### config.mk
export PLATFORM = sky130hd
export DESIGN_NAME = wb_stage
export DESIGN_NICKNAME = d
export VERILOG_FILES = /design/src/rtl/wb_pkg.sv /design/src/rtl/wb_load_align.sv /design/src/rtl/wb_stage.sv
export SDC_FILE = /design/constraint.sdc
export NUM_CORES = 1
export LEC_CHECK = 0
export CORE_AREA = 5 5 71 138
export DETAILED_ROUTE_END_ITERATION = 8
export DIE_AREA = 0 0 76 143
export PLACE_DENSITY_LB_ADDON = 0.15
export SKIP_LAST_GASP = 1
export SYNTH_ARGS = -nofsm -noshare
export SYNTH_HDL_FRONTEND = slang
export SYNTH_SLANG_ARGS = --single-unit
### constraint.sdc
create_clock -name clk -period 4.4 [get_ports clk]
set_input_delay 1.32 -clock clk [delete_from_list [all_inputs] [get_ports clk]]
set_output_delay 1.32 -clock clk [all_outputs]
set_load 0.02 [all_outputs]
### src/rtl/wb_pkg.sv
// Shared constants and types for the write-back stage.
package wb_pkg;

  localparam int unsigned DATA_W = 32;

  typedef enum logic [1:0] {
    LD_WORD = 2'b00,
    LD_HALF = 2'b01,
    LD_BYTE = 2'b10,
    LD_RSVD = 2'b11
  } ld_size_e;

  localparam logic WB_SRC_ALU = 1'b0;
  localparam logic WB_SRC_MEM = 1'b1;

endpackage

### src/rtl/wb_load_align.sv
// Combinational load formatter: lane select, sign/zero extension, alignment check.
module wb_load_align
  import wb_pkg::*;
(
  input  logic [DATA_W-1:0] data,
  input  logic [1:0]        addr,
  input  ld_size_e          size,
  input  logic              sign,
  output logic [DATA_W-1:0] data_c,
  output logic              mis_c
);

  logic [7:0]  lane8;
  logic [15:0] lane16;

  // Halfword lane ignores addr[0]; a misaligned halfword still reads its lane.
  assign lane8  = data[{addr, 3'b000} +: 8];
  assign lane16 = data[{addr[1], 4'b0000} +: 16];

  always_comb begin
    data_c = data;
    mis_c  = 1'b0;
    unique case (size)
      LD_HALF: begin
        data_c = {{16{sign & lane16[15]}}, lane16};
        mis_c  = addr[0];
      end
      LD_BYTE: begin
        data_c = {{24{sign & lane8[7]}}, lane8};
        mis_c  = 1'b0;
      end
      default: begin
        data_c = data;
        mis_c  = (addr != 2'b00);
      end
    endcase
  end

endmodule

### src/rtl/wb_stage.sv
// Write-back stage: source mux with combinational bypass value and registered
// register-file write request.
module wb_stage
  import wb_pkg::*;
#(
  parameter int unsigned REG_AW = 4
) (
  input  logic              clk,
  input  logic              rst,
  input  logic              valid_i,
  input  logic              stall_i,
  input  logic              DataInputS,
  input  logic [DATA_W-1:0] Data5,
  input  logic [DATA_W-1:0] ALUResult,
  input  logic [REG_AW-1:0] rd_i,
  input  logic              reg_we_i,
  input  logic [1:0]        ld_size_i,
  input  logic              ld_signed_i,
  output logic [DATA_W-1:0] DataInput,
  output logic              rf_we_o,
  output logic [REG_AW-1:0] rf_waddr_o,
  output logic [DATA_W-1:0] rf_wdata_o,
  output logic              valid_o,
  output logic              misalign_o
);

  logic [DATA_W-1:0] ld_data;
  logic              ld_mis;
  logic              mis;

  wb_load_align u_align (
    .data   (Data5),
    .addr   (ALUResult[1:0]),
    .size   (ld_size_e'(ld_size_i)),
    .sign   (ld_signed_i),
    .data_c (ld_data),
    .mis_c  (ld_mis)
  );

  // Alignment only matters when the value actually comes from memory.
  assign mis       = (DataInputS == WB_SRC_MEM) & ld_mis;
  assign DataInput = (DataInputS == WB_SRC_MEM) ? ld_data : ALUResult;

  always_ff @(posedge clk) begin
    if (rst) begin
      rf_we_o    <= 1'b0;
      rf_waddr_o <= '0;
      rf_wdata_o <= '0;
      valid_o    <= 1'b0;
      misalign_o <= 1'b0;
    end else if (!stall_i) begin
      rf_we_o    <= valid_i & reg_we_i & ~mis;
      rf_waddr_o <= rd_i;
      rf_wdata_o <= DataInput;
      valid_o    <= valid_i;
      misalign_o <= valid_i & mis;
    end
  end

endmodule

==> reports/qor.txt, run 1 <==
worst r2r src -> rf_wdata_o[7]
Area Overhead vs Synth -> 87.84%
FMAX -> 232.2 MHz
Finished Cell Area -> 4736 sq um
Final setup viols -> 0
hold_sp -> rf_we_o
largest net degree at the start of global routing -> 49
layout cells sized above 1 -> 28.09%
DP Wirelength -> 8742 um
Post-Syn Area per Cell -> 7.372 sq um
Num CTS Buffers -> 5
Fin Clk Skew -> 0 ns
fin cells -> 635
crit path max fanout -> 5
r2r worst-path depth -> 2
Hold WC Path Type -> reg -> reg
Placed Instance Area -> 4453 sq um
Hold WS -> 0.4836 ns
Placed Instances -> 617
post-synthesis sequential area ratio -> 30.97%
fin. max-slew vios -> 0
Synthesis Warnings -> 0
Slew headroom -> 60.02%
arrival time worst endpoint -> 2.99 ns
post-layout net count -> 612
first-pass GRT wire length -> 18260 um
via count -> 3325
syn_nets -> 421
residual DRC count -> 0
vias per cell -> 5.236
Static Leak -> 1.955 nW
First-pass DRT Iterations -> 4
# rows -> 48
PD cells -> 280.8 nW/um^2
core area -> 8588 sq um
gr usage total -> 21.26%
Psw -> 458.2 uW
Clk Latency, worst-skew pair -> 0.29 ns
ys flop type -> dfxtp_1
Slew @ Worst Pin -> 0.5998 ns
WS Path Type -> in -> out
hold path depth -> 2
status -> finished clean
RSZ-0062 raised after global routing -> false
Clock power frac -> 27.5%
switching power share of the total -> 34.45%
Post-Synthesis Cells -> 342
Seq pwr share -> 29.5%
H-tree levels -> 2
CP Launch Type -> input pin
synthesized area -> 2521 sq um
hold path endpoint -> rf_we_o
initial antenna violation count -> 1
# IOs -> 148
Clock Tree Buf Depth -> 2
most common cell after layout, fill and taps aside -> clkdlybuf4s50_1
drt wl/cell -> 18.67 um
vias in the first global route -> 3429
critical path launch point -> ALUResult[0]
period utilization -> 97.87%
initial core utilization -> 29.36%
async set-or-reset flop fraction in the synthesized netlist -> 0%
die area -> 10870 sq um
ANT nets after route -> 0
worst r2r dst -> rf_wdata_o[7]
Post-Route WL -> 11860 um
CP Capture Type -> primary output
global route overflow -> 0
Worst Path Required -> 3.08 ns
clk sinks -> 39
flop2flop setup slack -> 3.66 ns
commonest cells after routing, fill and taps aside -> clkdlybuf4s50_1, buf_4, nand2_1
Max Cap Viol -> 0
CTS Root Cell -> clkbuf_16
Tmin final -> 4.306 ns
Die W -> 76 um
Peak VDD IR -> 0.2183 mV
flops & latches, synth -> 39
DRT iter0 DRCs -> 164
port bufs -> 147
post-synth cell types -> 35
Die Y-Extent -> 143 um
Comb power frac -> 43.0%
gpl congestion -> 0.8244
Post-synth EDFFs -> 0
Clk pin slew, worst setup/hold paths -> 0.06 ns
Pint -> 871.8 uW
setup tns final -> 0 ns
Hold Vio Cnt, Final -> 0
CTS tree -> built
-- worst max-delay path, stage by stage --
cell and delay [ns]:
buf_2 0.10, mux4_2 0.52, a221o_2 0.41, buf_12 0.15, buf_12 0.14, a21oi_4 0.13, nor2_1 0.06, buf_4 0.16
-- routing by layer --
metal | part of all wire, % | global-route usage, % | up-vias | wire, um
met2 | 54 | 39.20 | 135 | 6437
li1 | - | - | 1610 | -
met1 | 34 | 21.33 | 1546 | 4077
met4 | 5.7 | 13.88 | 0 | 673
met5 | 0 | 0 | - | 0
met3 | 5.6 | 4.040 | 34 | 668
-- stage by stage --
stage	worst slack (ns)	utilization, %	power, mW
floorplan	0.2376	-	0.6453
global placement	-0.6390	51.85	0.9481
detailed placement	-0.6470	51.85	0.9520
CTS	0.01573	54.94	1.334
global route	0.04550	55.14	1.391
finish	0.09352	55.14	1.330
-- power by group through the flow --
stage          clock network (mW)  logic [mW]  registers (mW)
3_3_place_gp                    0       0.548           0.400
3_5_place_dp                    0       0.552           0.400
6_report                    0.366       0.572           0.392
2_1_floorplan                   0       0.215           0.430
5_1_grt                     0.385       0.610           0.395
4_1_cts                     0.375       0.567           0.392
-- area by class of cell --
class,count,area [sq um]
fillers,851,3852
repair buffers,214,1934
multi-input cells,258,1699
flip-flops and latches,39,780.7
clock buffers,7,132.6
well taps,100,125.1
inverters,15,56.30
clock inverters,1,5.005
diodes,1,2.502
-- cell usage after synthesis, drive strengths merged (5+ instances only) --
library cell / instances / area, sq um
buf: 5 / 28.78
dfxtp: 39 / 780.8
a32oi: 5 / 43.79
a21oi: 27 / 172.7
o22ai: 9 / 56.30
and3: 8 / 50.05
o32ai: 24 / 210.2
nand2b: 10 / 62.56
o21a: 6 / 45.04
mux2: 8 / 90.09
nor2: 30 / 112.6
clkbuf: 25 / 93.84
nand2: 58 / 217.7
mux2i: 11 / 110.1
nand3: 17 / 85.08
o21ai: 25 / 125.1
inv: 15 / 56.30
-- flip-flops by register name (all words and copies together), names as in the netlist --
name	cells
misalign_o	1
rf_waddr_o	4
valid_o	1
rf_we_o	1
rf_wdata_o	32
-- logic make-up (layout without fill, tap and decap cells) --
kind of cell,Yosys count,after routing,synth area share [%]
adders and majority gates,2,2,0.9924
muxes,20,20,8.834
buffers and inverters,45,237,7.097
other,0,1,0
DFF,39,39,30.97
AOI/OAI and AO/OA,106,106,29.28
and+or+nand+nor,130,130,22.83
-- how the worst max path moves through the flow --
stage / slack [ns] / to
floorplan: 0.24 / DataInput[1]
global placement: -0.64 / DataInput[30]
detailed placement: -0.65 / DataInput[30]
CTS: 0.02 / DataInput[30]
global route: 0.05 / DataInput[31]
finish: 0.09 / DataInput[28]
-- what timing repair did --
item / CTS / global route
pin swaps: 2 / 3
resized for setup: 179 / 8
buffers inserted: 4 / 3
gates cloned: 2 / 0
endpoints found under the setup margin: 32 / 17
endpoints found under the hold margin: 0 / 0
hold buffers: 0 / 0
No activity file was read; power rests on OpenSTA's default activity.
==> inputs of run 2 (changes only) <==
Settings changed: CTS_CLUSTER_DIAMETER set to 100.
==> results of run 2 <==
The final DEF is identical to that of run 1; final timing and power are the same.
==> inputs of run 3 (changes only) <==
Settings changed: PLACE_DENSITY set to 0.67, PLACE_DENSITY_LB_ADDON 0.15 to not set.
==> reports/qor.txt, run 3 (same netlist as run 1, synthesis figures left out) <==
status -> finished clean
Peak VDD IR -> 0.1931 mV
gr usage total -> 20.66%
Seq pwr share -> 30.0%
Slew headroom -> 60.94%
Placed Instance Area -> 4503 sq um
hold_sp -> rf_we_o
CTS Root Cell -> clkbuf_16
core area -> 8588 sq um
area of the multi-input gates -> 1703 sq um
switching power share of the total -> 33.95%
number of diodes -> 0
gpl congestion -> 0.8808
Psw -> 443.3 uW
vias per cell -> 5.257
H-tree levels -> 2
CP Launch Type -> input pin
largest net degree at the start of global routing -> 41
# hold bufs at CTS -> 0
hold path depth -> 2
worst r2r src -> rf_wdata_o[7]
via count -> 3349
Clk pin slew, worst setup/hold paths -> 0.05 ns
CP Capture Type -> primary output
max reg flops -> 32
Top Registers -> rf_wdata_o (32), rf_waddr_o (4)
initial core utilization -> 29.36%
Comb power frac -> 43.6%
Reg area -> 780.7 sq um
Tmin final -> 4.368 ns
Post-Route WL -> 11770 um
# rows -> 48
WS Path Type -> in -> out
# IOs -> 148
FMAX -> 228.9 MHz
Clk Latency, worst-skew pair -> 0.28 ns
PD cells -> 276.2 nW/um^2
port bufs -> 147
Num CTS Buffers -> 5
Clock Tree Buf Depth -> 2
most common cell after layout, fill and taps aside -> clkdlybuf4s50_1
Hold WC Path Type -> reg -> reg
Die Y-Extent -> 143 um
DRT iter0 DRCs -> 198
clk sinks -> 39
Static Leak -> 1.960 nW
hold path endpoint -> rf_we_o
slowest stage cell on the critical path -> mux4_2
fin. max-slew vios -> 0
flop2flop setup slack -> 3.69 ns
Finished Cell Area -> 4728 sq um
period utilization -> 99.28%
die area -> 10870 sq um
Area Overhead vs Synth -> 87.54%
vias in the first global route -> 3498
Worst Path Required -> 3.08 ns
Max Cap Viol -> 0
First-pass DRT Iterations -> 5
Pint -> 862.6 uW
Clock power frac -> 26.3%
crit path max fanout -> 6
Hold Vio Cnt, Final -> 0
fillers -> 841
r2r worst-path depth -> 2
CP cell instances -> clkdlybuf4s15_1 > mux4_2 > a221o_2 > clkbuf_16 > a21oi_2 > nor2_1 > buf_2
first-pass GRT wire length -> 17840 um
post-layout net count -> 617
residual DRC count -> 0
DP Wirelength -> 8857 um
ANT nets after route -> 0
Worst path max stage delay -> 0.51 ns
commonest cells after routing, fill and taps aside -> clkdlybuf4s50_1, buf_4, nand2_1
Die W -> 76 um
Slew @ Worst Pin -> 0.5860 ns
layout cells sized above 1 -> 27.56%
Final setup viols -> 0
arrival time worst endpoint -> 3.05 ns
global route overflow -> 0
drt wl/cell -> 18.47 um
Fin Clk Skew -> 0 ns
post-layout util -> 55.06%
CTS tree -> built
total power -> 1.306 mW
initial antenna violation count -> 0
worst r2r dst -> rf_wdata_o[7]
Biggest register -> rf_wdata_o
run 3: power groups by stage:
stage	Sequential [mW]	Clock, mW	Combinational [mW]
2_1_floorplan	0.430	0	0.215
3_3_place_gp	0.399	0	0.552
3_5_place_dp	0.399	0	0.558
4_1_cts	0.392	0.355	0.555
5_1_grt	0.395	0.372	0.608
6_report	0.392	0.344	0.570
run 3: worst max path at each step:
stage,slack [ns],start,endpoint
finish,0.03,Data5[23],DataInput[26]
global route,-0.007,Data5[7],DataInput[31]
CTS,-0.0008,Data5[31],DataInput[29]
detailed placement,-0.66,ALUResult[0],DataInput[28]
global placement,-0.57,ALUResult[0],DataInput[30]
floorplan,0.24,ld_size_i[0],DataInput[1]
run 3: critical path, delay by kind of cell:
| family | cells | cell delay (ns) |
|---|---|---|
| and+or+nand+nor | 1 | 0.06 |
| AOI/OAI and AO/OA | 2 | 0.58 |
| muxes | 1 | 0.51 |
| buffers and inverters | 3 | 0.58 |
run 3: per-stage QoR:
stage | setup TNS (ns) | hold slack, ns | cells | worst slack (ns)
after floorplan | 0 | 0.5407 | 342 | 0.2376
after global placement | -16.99 | 0.4526 | 625 | -0.5728
after detailed placement | -18.72 | 0.4612 | 625 | -0.6580
after CTS | -0.0008082 | 0.4700 | 635 | -0.0008082
after global routing | -0.02143 | 0.4964 | 637 | -0.007197
final | 0 | 0.4664 | 637 | 0.03174
run 3: timing repair:
action	in CTS	in global routing
resized for setup	169	19
setup endpoints to repair	32	24
setup buffers	3	2
pin swaps	2	2
gates cloned	1	0
run 3: layout make-up:
class | count | area share [%]
tap | 100 | 2.646
sequential | 39 | 16.51
inverter | 15 | 1.191
timing repair buffer | 219 | 40.91
clock buffer | 6 | 2.726
multi-input combinational | 258 | 36.01
run 3: per-layer routing:
| metal | vias up | wire [um] | share of wire [%] | global-route usage, % |
|---|---|---|---|---|
| met2 | 145 | 6310 | 54 | 37.21 |
| met5 | - | 0 | 0 | 0 |
| met3 | 34 | 668 | 5.7 | 4.545 |
| met1 | 1554 | 4147 | 35 | 20.86 |
| met4 | 0 | 641 | 5.4 | 14.07 |
| li1 | 1616 | - | - | - |
